$ cat config.mk
export PLATFORM = sky130hd
export DESIGN_NAME = stopwatch_controller
export DESIGN_NICKNAME = d
export VERILOG_FILES = /design/src/rtl/stopwatch_controller.sv
export SDC_FILE = /design/constraint.sdc
export NUM_CORES = 1
export LEC_CHECK = 0
export CAP_MARGIN = 20
export CORE_MARGIN = 10
export CORE_UTILIZATION = 40
export DETAILED_ROUTE_END_ITERATION = 6
export GPL_ROUTABILITY_DRIVEN = 1
export GPL_TIMING_DRIVEN = 0
export PLACE_DENSITY_LB_ADDON = 0.12
export SLEW_MARGIN = 30
export SYNTH_ARGS = -nofsm -noshare
export SYNTH_HDL_FRONTEND = slang
export SYNTH_SLANG_ARGS = --single-unit
$ cat constraint.sdc
create_clock -name clk -period 6.3 [get_ports clk]
set_clock_uncertainty 0.15 [all_clocks]
set_input_delay 1.26 -clock clk [delete_from_list [all_inputs] [get_ports clk]]
set_output_delay 1.26 -clock clk [all_outputs]
set_load 0.05 [all_outputs]
$ cat src/rtl/stopwatch_controller.sv
// Stopwatch control FSM: sequences run/pause/lap/clear from button edge codes
// and derives the count-enable tick from clk through a prescaler.
module stopwatch_controller #(
   parameter int TICK_DIV    = 100000,
   parameter int PRESCALE_W  = 17,
   parameter int HOLD_CYCLES = 100000000,
   parameter int HOLD_W      = 27
) (
   input  logic       clk,
   input  logic       rst,
   input  logic [1:0] ss_edge,
   input  logic [1:0] lap_edge,
   output logic       count_en,
   output logic       count_clr,
   output logic       display_freeze,
   output logic [1:0] state
);

   // state | meaning
   // IDLE  | time cleared, waiting for start
   // RUN   | counting, display live
   // PAUSE | counting halted; long start/stop press or lap press clears
   // LAP   | counting, display frozen on the lap value
   typedef enum logic [1:0] {
      S_IDLE  = 2'b00,
      S_RUN   = 2'b01,
      S_PAUSE = 2'b10,
      S_LAP   = 2'b11
   } state_t;

   localparam logic [PRESCALE_W-1:0] TICK_LAST = PRESCALE_W'(TICK_DIV - 1);
   localparam logic [HOLD_W-1:0]     HOLD_LAST = HOLD_W'(HOLD_CYCLES - 1);

   state_t                state_q, state_d;
   logic [PRESCALE_W-1:0] presc_q, presc_d;
   logic [HOLD_W-1:0]     hold_q, hold_d;
   logic                  hold_armed_q, hold_armed_d;
   logic                  clr_done_q, clr_done_d;
   logic                  count_en_q, count_en_d;
   logic                  count_clr_q, count_clr_d;
   logic                  freeze_q, freeze_d;
   logic                  do_clear;

   logic ss_press, ss_rel, lap_press, ss_rel_live;
   assign ss_press    = (ss_edge == 2'b01);
   assign ss_rel      = (ss_edge == 2'b10);
   assign lap_press   = (lap_edge == 2'b01);
   // The release following a long-press clear must not restart the watch.
   assign ss_rel_live = ss_rel && !clr_done_q;

   always_ff @(posedge clk or posedge rst) begin
      if (rst) begin
         state_q      <= S_IDLE;
         presc_q      <= '0;
         hold_q       <= '0;
         hold_armed_q <= 1'b0;
         clr_done_q   <= 1'b0;
         count_en_q   <= 1'b0;
         count_clr_q  <= 1'b0;
         freeze_q     <= 1'b0;
      end else begin
         state_q      <= state_d;
         presc_q      <= presc_d;
         hold_q       <= hold_d;
         hold_armed_q <= hold_armed_d;
         clr_done_q   <= clr_done_d;
         count_en_q   <= count_en_d;
         count_clr_q  <= count_clr_d;
         freeze_q     <= freeze_d;
      end
   end

   always_comb begin
      state_d      = state_q;
      presc_d      = presc_q;
      hold_d       = hold_q;
      hold_armed_d = hold_armed_q;
      clr_done_d   = clr_done_q;
      count_en_d   = 1'b0;
      count_clr_d  = 1'b0;
      do_clear     = 1'b0;

      if (ss_press || ss_rel) clr_done_d = 1'b0;

      if (state_q == S_RUN || state_q == S_LAP) begin
         if (presc_q == TICK_LAST) begin
            presc_d    = '0;
            count_en_d = 1'b1;
         end else begin
            presc_d = presc_q + 1'b1;
         end
      end

      case (state_q)
         S_IDLE: begin
            if (ss_press) state_d = S_RUN;
         end
         S_RUN: begin
            if (ss_press)       state_d = S_PAUSE;
            else if (lap_press) state_d = S_LAP;
         end
         S_LAP: begin
            if (ss_press)       state_d = S_PAUSE;
            else if (lap_press) state_d = S_RUN;
         end
         S_PAUSE: begin
            if (ss_press) begin
               hold_armed_d = 1'b1;
               hold_d       = '0;
            end else if (hold_armed_q && ss_rel_live) begin
               state_d      = S_RUN;
               hold_armed_d = 1'b0;
            end else if (hold_armed_q && hold_q == HOLD_LAST) begin
               do_clear   = 1'b1;
               clr_done_d = 1'b1;
            end else if (lap_press) begin
               do_clear = 1'b1;
            end else if (hold_armed_q) begin
               hold_d = hold_q + 1'b1;
            end
         end
         default: state_d = S_IDLE;
      endcase

      if (do_clear) begin
         state_d      = S_IDLE;
         presc_d      = '0;
         hold_d       = '0;
         hold_armed_d = 1'b0;
         count_clr_d  = 1'b1;
      end

      freeze_d = (state_d == S_LAP);
   end

   assign count_en       = count_en_q;
   assign count_clr      = count_clr_q;
   assign display_freeze = freeze_q;
   assign state          = state_q;

endmodule

# Word-level counts from Yosys, hierarchy flattened
# Index checks and enable logic that the tools add are counted.
[word_totals]
out_inout_bits = 5
in_bits = 6
reg_bits = 51
wordCells = 71
[classes]
n_eq_ne = 12
reduce_logical = 13
n_addsub = 2
mux = 36
[ops]
columns = ["operator", "n"]
rows = [
  ["27-bit two-way mux", 7],
  ["17-bit two-way mux", 3],
  ["27-bit by 1-bit adder with 27-bit output (second input constant)", 1],
  ["27-bit == test (second input constant)", 1],
  ["17-bit by 1-bit adder with 17-bit output (second input constant)", 1],
  ["17-bit == test (second input constant)", 1],
  ["1-bit two-way mux", 17],
  ["2-bit two-way mux", 8],
  ["3-bit inequality test (second input constant)", 3],
  ["2-bit == test (second input constant)", 4],
  ["2-bit one-hot mux with 4 select lines", 1],
  ["2-bit by 1-bit == test with 1-bit output (second input constant)", 3],
  ["3-bit nonzero test", 2],
  ["5-bit AND reduction", 1],
  ["2-bit nonzero test", 2],
  ["1-bit logical AND", 3],
  ["2-bit logical NOT", 1],
  ["1-bit logical OR", 2],
  ["2-bit AND reduction", 1],
  ["1-bit logical NOT", 1],
]

# Depth between registers and ports, before layout
# Gate-level depths: netlist of run 1.
[logic_depth]
ltp_word = 8
mapped_depth = 9
depth_no_buf = 7

# Worst setup path after synthesis of run 1
# OpenSTA, ideal clock, no wires.
[synth_path]
path_type = "input-to-reg"
start = "in ss_edge[0]"
end = "reg hold_q[1]"
setup_time_ps = 76
path_stages = 7
arrival_ps = 2704
required_ps = 6074
setup_slack_ps = 3370
n_path_buf = 1
cell_sequence = "inv_1 ha_1 nand3b_1 nand4_1 clkbuf_1 or4b_2 o21ai_1"
[synth_between]
elab_chain_cells = 8
word_cells_on_any_way = 16
classes_between = "5 x eq/ne; 6 x mux; 5 x reduce/logical"
[synth_rtl]
columns = ["item", "line", "text"]
rows = [
  ["from (decl)", "11", "input logic [1:0] ss_edge,"],
  ["2-bit == test", "46", "assign ss_rel = (ss_edge == 2'b10);"],
  ["1-bit logical AND", "49", "assign ss_rel_live = ss_rel && !clr_done_q;"],
  ["1-bit logical AND", "110", "end else if (hold_armed_q && ss_rel_live) begin"],
  ["1-bit two-way mux", "110", ""],
  ["1-bit two-way mux", "107", "if (ss_press) begin"],
  ["1-bit two-way mux", "94", "case (state_q)"],
  ["3-bit inequality test (no source line) (tied with other cells)", "--", ""],
  ["5-bit AND reduction (no source line)", "--", ""],
  ["to (signal assigned)", "64", "hold_q <= hold_d;"],
  ["to (decl)", "36", "logic [HOLD_W-1:0] hold_q, hold_d;"],
]
# Several ways; a longest one is shown, not always the timed one. The select of a mux whose other input is x is not followed.
# A chain may end at the register's enable or synchronous reset.

# Worst setup path after layout of run 1
# Same ends and word-level chain as after synthesis.

==> results of run 1 <==
-- layout by cell type, fill, tap and decap left out, types with 7 or more instances in the layout --
cell type	count
a31oi_1	7
o21ai_0	9
clkdlybuf4s50_1	10
or4_1	13
or3_1	9
o31ai_1	13
a21oi_1	28
dfrtp_1	51
nand3_1	17
inv_1	10
nand2_1	16
nand4_1	12
nor2_1	21
-- power groups by stage --
| stage | Sequential [uW] | Clock [uW] | Combinational, uW |
|---|---|---|---|
| finish | 452 | 199 | 317 |
| detailed placement | 459 | 0 | 319 |
| CTS | 452 | 206 | 321 |
| floorplan | 470 | 0 | 209 |
| global route | 464 | 220 | 354 |
| global placement | 458 | 0 | 312 |
-- critical path: cells and delay by family --
kind | cells | cell delay, ns
simple gates | 3 | 1.18
buf+inv | 3 | 0.89
compound gates | 1 | 0.10
fa+ha+maj | 1 | 0.20
-- stage by stage --
step | instance area (um2) | power (uW)
6_report | 3330 | 969
5_1_grt | 3330 | 1040
4_1_cts | 3330 | 979
3_5_place_dp | 3240 | 778
3_3_place_gp | 3220 | 771
2_1_floorplan | 2990 | 679
-- path summary, 6_finish.rpt --
path	depth (start not counted)	slack, ns	startpoint	endpoint
setup reg to reg	6	3.82	presc_q[0]$_DFFE_PP0P_	presc_q[16]$_DFFE_PP0P_
setup / recovery	8	2.77	ss_edge[0]	hold_q[1]$_DFFE_PP0P_
max in group asynchronous	3	4.49	rst	hold_q[7]$_DFFE_PP0P_
hold / removal	1	0.39	presc_q[3]$_DFFE_PP0P_	presc_q[3]$_DFFE_PP0P_
hold reg to reg	1	0.39	presc_q[3]$_DFFE_PP0P_	presc_q[3]$_DFFE_PP0P_
min in group asynchronous	2	1.06	rst	hold_q[22]$_DFFE_PP0P_
-- per-layer routing --
layer | vias to the layer above | track usage, % | part of all wire [%] | wire length [um]
met3 | 8 | 1.99 | 2.8 | 200
met1 | 1236 | 16.0 | 46 | 3270
met2 | 36 | 22.0 | 50 | 3540
li1 | 1225 | - | - | -
met4 | 0 | 3.97 | 1.2 | 87
met5 | - | 0 | 0 | 0
-- area by class of cell --
class                      count  area share, %
clock buffer                   5           2.07
tap                           99           3.72
timing repair buffer          11           3.60
sequential                    51           38.3
buffer                        14           3.23
inverter                      11           1.31
multi-input combinational    235           47.0
clock inverter                 3          0.751
-- state kept, by name (all words and copies together) (netlist names) --
signal and count:
clr_done_q 1, count_clr 1, count_en 1, display_freeze 1
hold_armed_q 1, hold_q 27, presc_q 17, state 2
-- cell families (layout without fill, tap and decap cells) --
group,after synthesis,in the layout
multiplexers,2,2
XOR/XNOR,11,11
AND/OR/NAND/NOR,139,139
adder cells (fa/ha/maj),4,4
AO/OA/AOI/OAI,79,79
buffers and inverters,25,44
flip-flops,51,51
-- cell usage after synthesis, types with 2 or more instances --
cell type,instances
o21ai_0,9
a21oi_1,28
ha_1,4
o211ai_1,2
and3_1,6
nand2b_1,6
nor3_1,5
o41ai_1,4
a31oi_1,7
buf_6,2
nand3_1,17
xor2_1,6
buf_12,2
and2_1,3
nor4_2,2
nand4_1,12
or3_1,9
a22o_1,3
nand2_1,16
and4_1,3
nor4_4,2
inv_1,11
nand4b_1,2
nor4_1,5
dfrtp_1,51
o21ai_1,2
or4_1,13
nor2_1,21
buf_2,5
nor2b_1,2
or4b_1,3
clkbuf_1,4
xnor2_1,5
o31ai_1,13
==> run summary, run 1 <==
Across the VDD grid, the largest voltage drop is 182 uV. The element type at the critical path start is an input port. The run gives 390 uW as the reported net switching power.

At the end of routability-driven placement, the weighted congestion stood at 0.794. The number of buffer cells added on primary ports is 10, and the via count of the first global-routing pass is 2392. Traced cell by cell, the critical path runs through clkdlybuf4s50_1, inv_1, ha_1, nand3b_1, nand4_1, clkbuf_1, or4b_2, o21ai_1. The worst pin sits at a relative slew slack of 48.4%. The horizontal extent of the die is 106 um, and the setup slack after placement is 2.43 ns. The worst hold path belongs to the class reg -> reg. Measured on the finished design, the core utilization comes to 45.9%. The effective utilization at floorplan is 41.2%.

For the H-tree level count, the log shows 2. In the post-synthesis netlist, the biggest area contributors are dfrtp_1 43%, a21oi_1 4.7%, o31ai_1 3.3%. The run finished with clean final reports. The tools report the remaining global-route overflow as 0. Of all nets on the critical path, the largest fanout is 10. For this run, the number of Yosys warnings is 0. The clock reaches the later pin of the worst-skew pair after 0.32 ns. The power density of the placed cells was 291 nW/um2; the mux contribution to synthesized area was 0.711%. The final antenna-violating net count is 0. The fraction of post-synthesis cell area in the top cell type by area works out to 42.7%. The number of antenna diodes in the final layout is 0. The largest individual stage delay along the critical path comes from the cell or4b_2.

For this design, the CTS-stage hold fixing added 0 buffers. The finished layout holds 429 standard cells, fillers aside. The net count of the finished layout is 339.

Across the run, the number of max-cap violations was 0. Setup repair after global routing left no endpoint under its margin. For the remaining design rule violation count, the log shows 0. Sequential cells burn 46.7% of the power.

The initialized floorplan defines 31 standard-cell rows. Number of clock sinks: 51. The clock transition time at the flip-flop clock pins of the worst setup and hold paths works out to 0.10 ns.

Synthesis produced a netlist with a net count of 321. After synthesis, the largest family of logic cells by area is simple AND/OR/NAND/NOR gates. The run gives 20.6% as the part of the power in the clock network. For the pin with the worst max-slew slack, the measured transition is 0.768 ns. The total count of max-transition violations in the final report was 0. After detailed routing, the average wire length per cell comes to 16.5 um. For this run, the slowest stage of the critical path takes 0.65 ns. The logs give 42.7% for the share of the yosys chip area belonging to registers and 2505 for the overall via count from detail_route. Summed over all failing endpoints, the final setup total negative slack is 0 ns. The initial antenna violation count was 0; the vertical die dimension was 106 um.

In the final layout, flip-flops and latches occupy 1280 um2. The synthesized-area fraction occupied by xor and xnor cells was 3.22%. Summing the areas of all compound-gate instances in the mapped netlist gives 17.6% of the synthesized area. The I/O pin count is 11. Summed over all instances, the cell type with the most area after synthesis is dfrtp_1. After layout, the minimum clock period comes to 3.53 ns. Combinational logic is responsible for 32.8% of the overall power. Counting the fill cells in the layout gives 719. Gates resized during post-CTS repair numbered 0.

The total global routing track utilization was 12.8%. After legalization and detailed placement, the total HPWL measured 5.05 mm. Most used flip-flop cell after synthesis: dfrtp_1. The detailed router finished its first iteration with 133 violations. The die covers 11300 um2. After synthesis, the mean cell area works out to 9.62 um2. The mapped netlist covers 2990 um2. Summed over all layers, the routed wires come to 7.10 mm. Summing all multi-input logic gate instances after layout gives 1570 um2. Net switching is 40.2% of the power.

The adder-cell share of the synthesized area works out to 1.67%. The least setup slack across all paths after layout was 2.77 ns. Including well taps, the total number of placed cells is 421. After detailed routing, the number of vias per cell comes to 5.84. The total core area is 7250 um2.

In the final layout, the share of cells above drive strength 1 is 10.9%. The number of flops mapped to enable cells by yosys came out at 0. The final clock period utilization by the worst path was 56.1%; the leakage power summed over all cells was 0.00130 uW. For the internal power, the log shows 579 uW. The cell count after synthesis came out at 311. Data on the critical path arrives at its endpoint at 3.63 ns. After synthesis the netlist holds a flip-flop and latch count of 51.

In this run, distinct cell masters in the synthesized netlist total 60. The deepest clock path buffer count is 2. The synthesized netlist devotes 29.2% of its cell area to simple gates. For the CTS buffer count, the log shows 5. The worst setup path is of the in -> reg kind. At the worst endpoint, the required time is 6.40 ns. STA classifies the critical path endpoint as a flip-flop. The run gives 38 as the largest net degree at the start of global routing. The final hold violation count is 0.

The setup-violating endpoint count in the final report was 0. Based on the critical path, the design can be clocked at up to 283 MHz. Relative to the synthesized area, the layout overhead comes to 11.4%.

The tightest hold path in the finished design has a slack of 0.391 ns. Post-CTS setup buffer count: 0. Of all flip-flops after synthesis, the portion carrying an async set or reset was 100%. Total iterations of the first detailed-routing run: 4. For the global-route wire length before repair, the log shows 12.0 mm. The clock tree root driver cell is clkbuf_8. TritonCTS built the clock tree.
Note: power is estimated with default switching activity, not from simulation.
==> inputs of run 2 (changes only) <==
==> constraint.sdc (replaced) <==
create_clock -name clk -period 3.05 [get_ports clk]
set_clock_uncertainty 0.15 [all_clocks]
set_input_delay 0.61 -clock clk [delete_from_list [all_inputs] [get_ports clk]]
set_output_delay 0.61 -clock clk [all_outputs]
set_load 0.05 [all_outputs]
==> run 2 against run 1 <==
Compared with the run above:
- setup slack lost 2.5 ns
- global-route usage is the same
- utilization up 0.21 points
- sequential share of layout area decreased by 0.17 points
- worst hold slack better by 0.0011 ns
- cell count rose by 0.47%
- critical path depth stayed put
- die area is the same
- total power is 110% higher
- combinational power grew 110%
- sequential cell count did not move
- design area is 0.45% higher
==> run summary, run 2 (synthesized netlist as in run 1, its figures left out) <==
The source of the worst hold timing path is presc_q[3]$_DFFE_PP0P_. The first detailed-routing pass ran for 4 iterations. The logs give 5.05 mm for the HPWL after detailed placement and 0.57 ns for the setup slack on the worst flop-to-flop path. For this block, the via count after detailed routing is 2526.

The run gives 0.00131 uW as the leakage power summed over all cells. Once the floorplan was initialized, standard cells occupied 41.2% of the core. The max-capacitance violation count came out at 0.

For the worst flop-to-flop path, the logic depth is 6. The register with the most flip-flops in the final layout is hold_q. The top cell types in the final layout, fill and taps aside, are 51 x dfrtp_1, 28 x a21oi_1, 21 x nor2_1, 17 x nand3_1, 16 x nand2_1. The later pin in the worst-skew pair is clocked with a latency of 0.32 ns. The run finished with clean final reports.

In this run the count of I/O pins placed on the die edge is 11. The largest net degree at the start of global routing is 38, and the buffers plus inverters on the worst setup path is 3. The die covers 11300 um2.

The count of buffers added on input and output ports is 10. Once detail routing completed, the nets flagged for antenna violations numbered 0. The endpoint of the worst hold path was presc_q[3]$_DFFE_PP0P_. Fill cells in the final layout number 719. On the critical path, the stage with the largest delay is an instance of a221oi_2. The proportion of layout cells with a drive suffix above 1 is 11.4%, and the average vias per placed instance is 5.86. The routability congestion estimate from global placement came out at 0.794.

The vertical die dimension came out at 106 um. The reg-to-reg critical path startpoint was presc_q[0]$_DFFE_PP0P_. The setup-violating endpoint count in the final report was 0. The critical path is of the in -> reg type. The clock drives 51 sinks. For this block, the initial DRC count from the detailed router was 131.

For the CTS buffer count, the log shows 5. The element type at the critical path start is an input port. The data required time at the worst endpoint is 3.14 ns, and the routed wire length is 7.09 mm.

Routed length per instance: 16.5 um. From left edge to right edge, the die measures 106 um. Of all nets on the critical path, the largest fanout is 9. The fmax came out at 363 MHz.

The global-route wire length before repair is 12.0 mm, and the H-tree level count is 2. The number of gates resized after cts was 0; the antenna diode count was 0. TritonCTS built the clock tree. The region available for standard cell placement spans 7250 um2. In the finished design, the share of the clock period the worst path needs comes to 90.3%. The total count of max-transition violations in the final report is 0.

The final hold violation count is 0, and the number of placement rows is 31. Traced cell by cell, the critical path runs through clkdlybuf4s50_1, ha_1, buf_2, inv_1, a221oi_2, nand3_1, or3_1, a21oi_1. The root buffer cell chosen for the clock tree is clkbuf_8.

The minimum clock period was 2.75 ns; the final net count was 341. The deepest clock path buffer count was 2. The pin slew with the least headroom to its limit came out at 0.741 ns. The number of hold buffers added after CTS was 0. For the normalized max-slew margin, the log shows 50.1%. Setup repair after global routing left no endpoint under its margin. Adding up every negative setup slack in the final design gives 0 ns. The kind of cell with the highest combined delay along the critical path is buffers and inverters. VDD sags by at most 375 uV.

Once layout is complete, the utilization of the core stands at 46.1%. Relative to the synthesized area, the layout overhead comes to 11.9%. The delay of the slowest cell on the worst path works out to 0.50 ns. The worst register-to-register path ends at presc_q[16]$_DFFE_PP0P_. Dividing total power by cell area gives a power density of 601 nW/um2.

The register with the most flip-flops in the layout has 27 of them. The path class of the tightest hold or removal check is reg -> reg. The instance count along the most critical hold path is 1. The critical path endpoint category is a flip-flop.

The run gives 0 as the post-CTS setup buffer count. The run gives 0 as the remaining global-route overflow. The commonest non-fill, non-tap cell in the layout is dfrtp_1. The remaining design rule violation count was 0; the initial antenna violation count was 0.

Global routing used 12.8% of the available tracks. The clock transition time at the flip-flop clock pins of the worst setup and hold paths works out to 0.10 ns. The arrival time of data at the critical path endpoint came out at 2.85 ns. Via count of the first global-routing pass: 2392.
==> run 2: cell count changes in the layout (fill, tap and decap cells not counted), sizes merged <==
cell / delta
buf: +2
==> run 2: worst reg2reg max path: cells and delay by family (launching register included) <==
kind / cells / cell delay, ns
AND/OR/NAND/NOR: 4 / 1.40
AO/OA/AOI/OAI: 1 / 0.22
flip-flops: 1 / 0.39
adder cells (fa/ha/maj): 1 / 0.22
==> run 2: how the worst max path moves through the flow <==
stage / endpoint / cells after the start / start
floorplan: hold_q[1]$_DFFE_PP0P_ / 7 / ss_edge[0]
global placement: hold_q[22]$_DFFE_PP0P_ / 9 / ss_edge[0]
detailed placement: hold_q[1]$_DFFE_PP0P_ / 8 / ss_edge[0]
CTS: hold_q[1]$_DFFE_PP0P_ / 8 / ss_edge[0]
global route: hold_q[21]$_DFFE_PP0P_ / 8 / ss_edge[0]
finish: hold_q[21]$_DFFE_PP0P_ / 8 / ss_edge[0]
==> run 2: area by class of cell <==
cell class	count	area, um2	share of cell area (%)
Buffer	14	108	3.21
Clock buffer	5	68.8	2.06
Clock inverter	3	25.0	0.748
Inverter	11	43.8	1.31
Multi-Input combinational cell	235	1570	46.8
Sequential cell	51	1280	38.1
Tap cell	99	124	3.70
Timing Repair Buffer	13	135	4.04
==> run 2: metal layers <==
layer  track usage, %  up-vias  part of all wire [%]
met3             1.99        8                   3.0
met2             22.0       38                    50
li1                 -     1228                     -
met4             3.97        0                   1.2
met1             16.0     1252                    46
met5                0        -                     0
==> run 2: where the power goes <==
group | internal, uW | switching (uW) | total (uW) | leakage, uW
registers | 795 | 140 | 934 | 0.000694
clock network | 165 | 248 | 412 | 0.0000443
logic | 243 | 420 | 664 | 0.000568
total | 1200 | 808 | 2010 | 0.00131
==> run 2: through the flow <==
| stage | power [uW] | worst slack, ns | hold WS, ns | std cells | area, um2 |
|---|---|---|---|---|---|
| finish | 2010 | 0.296 | 0.392 | 431 | 3350 |
| detailed placement | 1610 | -0.174 | 0.372 | 421 | 3240 |
| CTS | 2020 | 0.164 | 0.388 | 429 | 3330 |
| global route | 2150 | 0.0881 | 0.432 | 431 | 3350 |
| global placement | 1590 | -0.190 | 0.363 | 420 | 3220 |
| floorplan | 1400 | 0.770 | 0.334 | 311 | 2990 |
==> inputs of run 3 (changes only) <==
--- a/config.mk
+++ b/config.mk
@@ -16,3 +16,4 @@
 export SYNTH_ARGS = -nofsm -noshare
 export SYNTH_HDL_FRONTEND = slang
 export SYNTH_SLANG_ARGS = --single-unit
+export TNS_END_PERCENT = 100
==> results of run 3 <==
The final DEF is identical to that of run 2; final timing and power are the same.
